`src/rtl/snn_pkg.sv`:
```
// Shared definitions for the spiking-neuron tile.
// Contents:
//   DEF_WINDOW_W / DEF_COUNT_W / DEF_ISI_W : default widths for the spike decoder
//   win_state_e                            : windowing FSM states
//   sat_inc()                              : saturating increment shared with neuron blocks
package snn_pkg;

    localparam int unsigned DEF_WINDOW_W = 8;
    localparam int unsigned DEF_COUNT_W  = 8;
    localparam int unsigned DEF_ISI_W    = 12;

    typedef enum logic {
        IDLE,
        COUNT
    } win_state_e;

    // Increment value, holding at max_value once reached. Callers cast
    // their narrower operands to 32 bits and truncate the result back.
    function automatic logic [31:0] sat_inc(input logic [31:0] value,
                                            input logic [31:0] max_value);
        if (value >= max_value) begin
            return max_value;
        end
        return value + 32'd1;
    endfunction

endpackage

```
`src/rtl/spike_isi_tracker.sv`:
```
// Spike edge detector and inter-spike-interval (ISI) tracker.
// Ports:
//   clock, reset : rising-edge clock, synchronous active-high reset
//   enable       : ISI measurement runs while high, frozen while low
//   spike_in     : raw spike train
//   rise         : combinational rising-edge strobe for this cycle
//   isi_last     : last measured interval, including any update made this cycle
//   isi_sat      : pulses when the interval measured this cycle clipped at max
module spike_isi_tracker
    import snn_pkg::*;
#(
    parameter int unsigned ISI_W = DEF_ISI_W
) (
    input  logic             clock,
    input  logic             reset,
    input  logic             enable,
    input  logic             spike_in,
    output logic             rise,
    output logic [ISI_W-1:0] isi_last,
    output logic             isi_sat
);

    localparam logic [ISI_W-1:0] ISI_MAX = '1;

    logic             spike_prev_q, spike_prev_d;
    logic             first_seen_q, first_seen_d;
    logic [ISI_W-1:0] isi_cnt_q,    isi_cnt_d;
    logic [ISI_W-1:0] isi_last_q,   isi_last_d;

    always_comb begin
        rise         = spike_in & ~spike_prev_q;
        spike_prev_d = spike_in;
        first_seen_d = first_seen_q;
        isi_cnt_d    = isi_cnt_q;
        isi_last_d   = isi_last_q;
        isi_sat      = 1'b0;

        if (enable) begin
            if (rise) begin
                if (first_seen_q) begin
                    // The interval is the counter plus the rise cycle itself.
                    if (isi_cnt_q == ISI_MAX) begin
                        isi_last_d = ISI_MAX;
                        isi_sat    = 1'b1;
                    end else begin
                        isi_last_d = isi_cnt_q + ISI_W'(1);
                    end
                end
                isi_cnt_d    = '0;
                first_seen_d = 1'b1;
            end else begin
                isi_cnt_d = ISI_W'(sat_inc(32'(isi_cnt_q), 32'(ISI_MAX)));
            end
        end

        // Expose the post-update value so a window ending on a rise captures it.
        isi_last = isi_last_d;
    end

    always_ff @(posedge clock) begin
        if (reset) begin
            spike_prev_q <= 1'b0;
            first_seen_q <= 1'b0;
            isi_cnt_q    <= '0;
            isi_last_q   <= '0;
        end else begin
            spike_prev_q <= spike_prev_d;
            first_seen_q <= first_seen_d;
            isi_cnt_q    <= isi_cnt_d;
            isi_last_q   <= isi_last_d;
        end
    end

endmodule

```
`src/rtl/spike_rate_decoder.sv`:
```
// Spike train decoder: counts spike rising edges over a programmable window
// and reports {rate, last ISI, saturation} through a one-entry valid/ready buffer.
// Ports:
//   clock, reset            : rising-edge clock, synchronous active-high reset
//   enable                  : run contiguous windows while high; low aborts the window
//   spike_in                : spike train; a multi-cycle high counts once
//   window_len              : window length, 0 means 2^WINDOW_W; sampled at window start
//   rate_out, isi_out       : buffered record of the last accepted window
//   sat_out                 : rate or ISI saturated within that record
//   out_valid, out_ready    : output handshake
//   overrun                 : sticky, a completed window was dropped
module spike_rate_decoder
    import snn_pkg::*;
#(
    parameter int unsigned WINDOW_W = DEF_WINDOW_W,
    parameter int unsigned COUNT_W  = DEF_COUNT_W,
    parameter int unsigned ISI_W    = DEF_ISI_W
) (
    input  logic                clock,
    input  logic                reset,
    input  logic                enable,
    input  logic                spike_in,
    input  logic [WINDOW_W-1:0] window_len,
    output logic [COUNT_W-1:0]  rate_out,
    output logic [ISI_W-1:0]    isi_out,
    output logic                sat_out,
    output logic                out_valid,
    input  logic                out_ready,
    output logic                overrun
);

    localparam logic [COUNT_W-1:0] COUNT_MAX = '1;

    logic             rise;
    logic [ISI_W-1:0] isi_last;
    logic             isi_sat;

    spike_isi_tracker #(
        .ISI_W(ISI_W)
    ) u_isi (
        .clock   (clock),
        .reset   (reset),
        .enable  (enable),
        .spike_in(spike_in),
        .rise    (rise),
        .isi_last(isi_last),
        .isi_sat (isi_sat)
    );

    win_state_e          state_q,   state_d;
    logic [WINDOW_W-1:0] timer_q,   timer_d;
    logic [COUNT_W-1:0]  count_q,   count_d;
    logic                win_sat_q, win_sat_d;
    logic [COUNT_W-1:0]  rate_q,    rate_d;
    logic [ISI_W-1:0]    isi_q,     isi_d;
    logic                sat_q,     sat_d;
    logic                valid_q,   valid_d;
    logic                overrun_q, overrun_d;

    logic                capture;
    logic [COUNT_W-1:0]  cnt_next;
    logic                sat_next;

    always_comb begin
        state_d   = state_q;
        timer_d   = timer_q;
        count_d   = count_q;
        win_sat_d = win_sat_q;
        rate_d    = rate_q;
        isi_d     = isi_q;
        sat_d     = sat_q;
        valid_d   = valid_q;
        overrun_d = overrun_q;
        capture   = 1'b0;
        cnt_next  = count_q;
        sat_next  = win_sat_q | isi_sat;

        if (rise) begin
            if (count_q == COUNT_MAX) begin
                sat_next = 1'b1;
            end else begin
                cnt_next = COUNT_W'(sat_inc(32'(count_q), 32'(COUNT_MAX)));
            end
        end

        unique case (state_q)
            IDLE: begin
                if (enable) begin
                    state_d   = COUNT;
                    // window_len - 1 wraps 0 to all-ones, i.e. 2^WINDOW_W cycles.
                    timer_d   = window_len - WINDOW_W'(1);
                    count_d   = '0;
                    win_sat_d = 1'b0;
                end
            end
            COUNT: begin
                if (!enable) begin
                    state_d = IDLE;
                end else if (timer_q == '0) begin
                    // Last cycle: hand off the result, restart with no gap cycle.
                    capture   = 1'b1;
                    timer_d   = window_len - WINDOW_W'(1);
                    count_d   = '0;
                    win_sat_d = 1'b0;
                end else begin
                    timer_d   = timer_q - WINDOW_W'(1);
                    count_d   = cnt_next;
                    win_sat_d = sat_next;
                end
            end
            default: state_d = IDLE;
        endcase

        if (capture) begin
            if (!valid_q || out_ready) begin
                rate_d  = cnt_next;
                isi_d   = isi_last;
                sat_d   = sat_next;
                valid_d = 1'b1;
            end else begin
                overrun_d = 1'b1;
            end
        end else if (valid_q && out_ready) begin
            valid_d = 1'b0;
        end
    end

    always_ff @(posedge clock) begin
        if (reset) begin
            state_q   <= IDLE;
            timer_q   <= '0;
            count_q   <= '0;
            win_sat_q <= 1'b0;
            rate_q    <= '0;
            isi_q     <= '0;
            sat_q     <= 1'b0;
            valid_q   <= 1'b0;
            overrun_q <= 1'b0;
        end else begin
            state_q   <= state_d;
            timer_q   <= timer_d;
            count_q   <= count_d;
            win_sat_q <= win_sat_d;
            rate_q    <= rate_d;
            isi_q     <= isi_d;
            sat_q     <= sat_d;
            valid_q   <= valid_d;
            overrun_q <= overrun_d;
        end
    end

    assign rate_out  = rate_q;
    assign isi_out   = isi_q;
    assign sat_out   = sat_q;
    assign out_valid = valid_q;
    assign overrun   = overrun_q;

endmodule

```
`config.mk`:
```
export PLATFORM = sky130hd
export DESIGN_NAME = spike_rate_decoder
export DESIGN_NICKNAME = d
export VERILOG_FILES = /design/src/rtl/snn_pkg.sv /design/src/rtl/spike_isi_tracker.sv /design/src/rtl/spike_rate_decoder.sv
export SDC_FILE = /design/constraint.sdc
export NUM_CORES = 1
export LEC_CHECK = 0
export BUFFER_PORTS_ARGS = -buffer_cell sky130_fd_sc_hd__clkbuf_2
export CAP_MARGIN = 5
export CELL_PAD_IN_SITES_DETAIL_PLACEMENT = 1
export CELL_PAD_IN_SITES_GLOBAL_PLACEMENT = 1
export CORE_MARGIN = 8
export CORE_UTILIZATION = 35
export CTS_BUF_LIST = sky130_fd_sc_hd__clkbuf_8
export CTS_CLUSTER_DIAMETER = 80
export CTS_CLUSTER_SIZE = 28
export DETAILED_ROUTE_END_ITERATION = 8
export GPL_TIMING_DRIVEN = 1
export PLACE_DENSITY_LB_ADDON = 0.1
export SYNTH_ARGS = -nofsm -noshare
export SYNTH_HDL_FRONTEND = slang
export SYNTH_SLANG_ARGS = --single-unit
```
`constraint.sdc`:
```
create_clock -name clock -period 3.8 [get_ports clock]
set_input_delay 0 -clock clock [delete_from_list [all_inputs] [get_ports clock]]
set_output_delay 0 -clock clock [all_outputs]
set_load 0.05 [all_outputs]
```
==> flow_summary.yaml <==
run_status:
  status: "finished, final reports clean"
worst_setup_path:
  critPathArrivalTime_ns: 2.87
  crit_path_max_fanout: 19
  path_buf_inv: 1
  cp-endpoint: "rate_out[2]$_SDFFE_PP0P_"
  crit_slowest_cell: "nor4_4"
  cp_slowest_stage_delay_ns: 0.80
  crit_type: "register to register"
  required_ns: 4.07
  r2r_cells: 6
  startpoint: "timer_q[0]$_SDFFE_PP0P_"
  path_cells: "inv_1 > ha_1 > or3b_2 > nor4_4 > nand2_1 > o22ai_1"
  endpoint_kind: "register"
  rrSetupSlack_ns: 1.20
  cp-start-kind: "register"
  cp.depth: 6
  regToRegEndpoint: "rate_out[2]$_SDFFE_PP0P_"
  crit_family: "simple AND/OR/NAND/NOR gates"
  worstReg2RegStart: "timer_q[0]$_SDFFE_PP0P_"
power_and_ir_drop:
  cellPowerDensity_mw_per_mm2: 387
  ir_worst_vdd_v: 0.000187
  power_leakage_nw: 1.41
timing:
  fmax_ghz: 0.385
  setup_viol: 0
  worst_slew_pin_slew_ns: 0.988
  final_hold_viol_count: 0
  hold_slack_ns: 0.0765
  period_minus_slack_ns: 2.60
  relSlewSlack_pct: 34.1
  post-route-period-util_pct: 68.3
  rsz0062_at_grt: "false"
  skew_ns: 0.0154
  slew_violations: 0
  tns_ns: 0
clock_tree:
  clkTransAtPathRegs_ns: 0.08
  cts_root_buf: "clkbuf_8"
  post_cts_buffers: 0
  clock-sinks: 67
  cts_tree: "done"
  h-tree-depth: 3
  insertion_delay_ns: 0.36
  cts_buffers: 9
  clk_path_buf_depth: 2
worst_hold_path:
  min_path_type: "input pin to register"
detailed_routing:
  ant_nets: 0
  drtIter0Drc: 137
  via_count: 3131
  via_per_inst: 5.50
  wl_um: 9930
  drt-pass1-iter-count: 4
  drc: 0
  detail_route.wl_per_cell_um: 17.5
layout:
  finalNetCount: 453
  n_antenna_cell: 0
  areaGrowthSynthToFinish_pct: 13.2
  multi_input_area_mm2: 0.00184
  register_area_mm2: 0.00134
  drive_gt1_share_pct: 15.0
  num-fill-cells: 1160
logic_synthesis:
  netlist_instances: 408
  yosys_warnings: 0
  synth_edf_count: 0
  synth_top_area_share_pct: 40.0
  syn-cell-area_mm2: 0.00336
  ys_types: 58
  ys.flop_type: "dfxtp_1"
  ys_top_cells_by_area: "dfxtp_1 40%, a21oi_1 4.9%, nand2_1 4.9%"
  synth.avg_cell_area_um2: 8.22
  synth_nets: 426
  async_flop_share_pct: 0
  synth-seq-cells: 67
  yosys.area.top_type: "dfxtp_1"
  ys_seq_area_share_pct: 40.0
floorplanning:
  fp.dieW_um: 114
  io_pins: 36
  dieArea_mm2: 0.0130
  die_h_um: 114
  rows: 35
  fp.coreArea_mm2: 0.00928
  start_util_pct: 36.1
global_route:
  grt_max_degree: 45
  grt_overflow: 0
  grt_pass1_wl_um: 16900
  grt_usage_pct: 16.3
  antenna_found_initial: 0
  grt_pass1_vias: 3155
placement:
  portBuffers: 35
  place.gp.congestion: 0.846
  place_hpwl_um: 6960
job:
  maxCapViolCount: 0
layout by cell type, fill, tap and decap left out, drive strengths merged, types with 5 or more instances in the layout:
master / netlist / layout
nand2b: 7 / 7
xnor2: 6 / 6
inv: 10 / 11
mux2i: 6 / 6
nor3: 14 / 14
a21oi: 34 / 34
nand4: 6 / 6
o211ai: 5 / 5
nand2: 44 / 44
o21ai: 32 / 32
clkbuf: 15 / 44
a211oi: 13 / 13
dfxtp: 67 / 67
a31oi: 8 / 8
ha: 5 / 5
xor2: 5 / 5
o22ai: 7 / 7
nand3: 15 / 15
nor2: 35 / 35
and3: 5 / 5
cell usage after synthesis (all sizes together) (2+ instances only):
library cell  instances
inv                  10
nor3b                 4
nand2                44
o22ai                 7
nand3                15
mux2                  2
and3                  5
ha                    5
o31ai                 4
xnor2                 6
a2bb2oi               2
o21a                  3
and4                  3
nor4                  4
a211oi               13
a31o                  2
buf                  11
o32ai                 2
mux2i                 6
o211ai                5
nor2b                 4
o41ai                 2
nor2                 35
o211a                 3
xor2                  5
a32o                  4
nor3                 14
a22oi                 2
o21ai                32
clkbuf               15
or3                   4
nand4                 6
a31oi                 8
dfxtp                67
a21oi                34
or3b                  2
nand2b                7
final cells by class:
cell class | count | area share [%]
clock inverter | 7 | 1.42
sequential | 67 | 35.3
clock buffer | 9 | 3.26
tap | 129 | 4.25
inverter | 10 | 0.988
timing repair buffer | 42 | 6.19
multi-input combinational | 305 | 48.6
worst min path at each step:
stage | from | end | cells past startpoint
floorplan | spike_in | u_isi.spike_prev_q$_SDFF_PP0_ | 1
global placement | spike_in | u_isi.spike_prev_q$_SDFF_PP0_ | 2
finish | window_len[7] | timer_q[7]$_SDFFE_PP0P_ | 4
CTS | window_len[7] | timer_q[7]$_SDFFE_PP0P_ | 4
global route | window_len[5] | timer_q[5]$_SDFFE_PP0P_ | 3
detailed placement | out_ready | out_valid$_SDFFE_PP0P_ | 3
kinds of logic after synthesis:
group | synth area share [%]
flops | 40.0
xor+xnor | 2.87
mux | 2.46
compound gates | 25.0
fa+ha+maj | 1.86
buf+inv | 5.07
simple gates | 22.8
registers in the layout, indices dropped and copies added (netlist names):
register / count
u_isi.isi_cnt_q: 12
rate_out: 8
out_valid: 1
sat_out: 1
timer_q: 8
u_isi.first_seen_q: 1
u_isi.isi_last_q: 12
win_sat_q: 1
state_q: 1
u_isi.spike_prev_q: 1
count_q: 8
overrun: 1
isi_out: 12
tightest hold or removal path, delay by kind of cell:
kind                   cells  cell delay, ns
AO/OA/AOI/OAI              2            0.16
buffers and inverters      1            0.09
XOR/XNOR                   1            0.15
where the power goes:
part / internal, W / switching [W]
sequential: 0.000719 / 0.0000165
combinational: 0.0000598 / 0.000123
clock: 0.000240 / 0.000312
total: 0.00102 / 0.000451
routing by layer:
| metal | vias up | part of all wire [%] | global-route usage [%] |
|---|---|---|---|
| li1 | 1561 | - | - |
| met1 | 1513 | 54 | 23.0 |
| met2 | 46 | 41 | 23.3 |
| met3 | 11 | 3.7 | 4.33 |
| met4 | 0 | 1.6 | 5.41 |
| met5 | - | 0 | 0 |
stage by stage:
stage,power [W],setup slack [ns],utilization [%],cell area [um2],std cells
finish,0.00147,1.20,40.9,3800,569
floorplan,0.000886,1.76,-,3360,408
CTS,0.00149,1.18,40.9,3800,569
global route,0.00154,1.02,40.9,3800,569
global placement,0.000931,1.32,38.7,3590,550
detailed placement,0.000934,1.24,38.7,3590,550
timing repair:
action	4_1_cts	5_1_grt
hold buffers	3	0
gates resized for setup	0	0
hold endpoints to repair	3	0
Note: power is estimated with default switching activity, not from simulation.
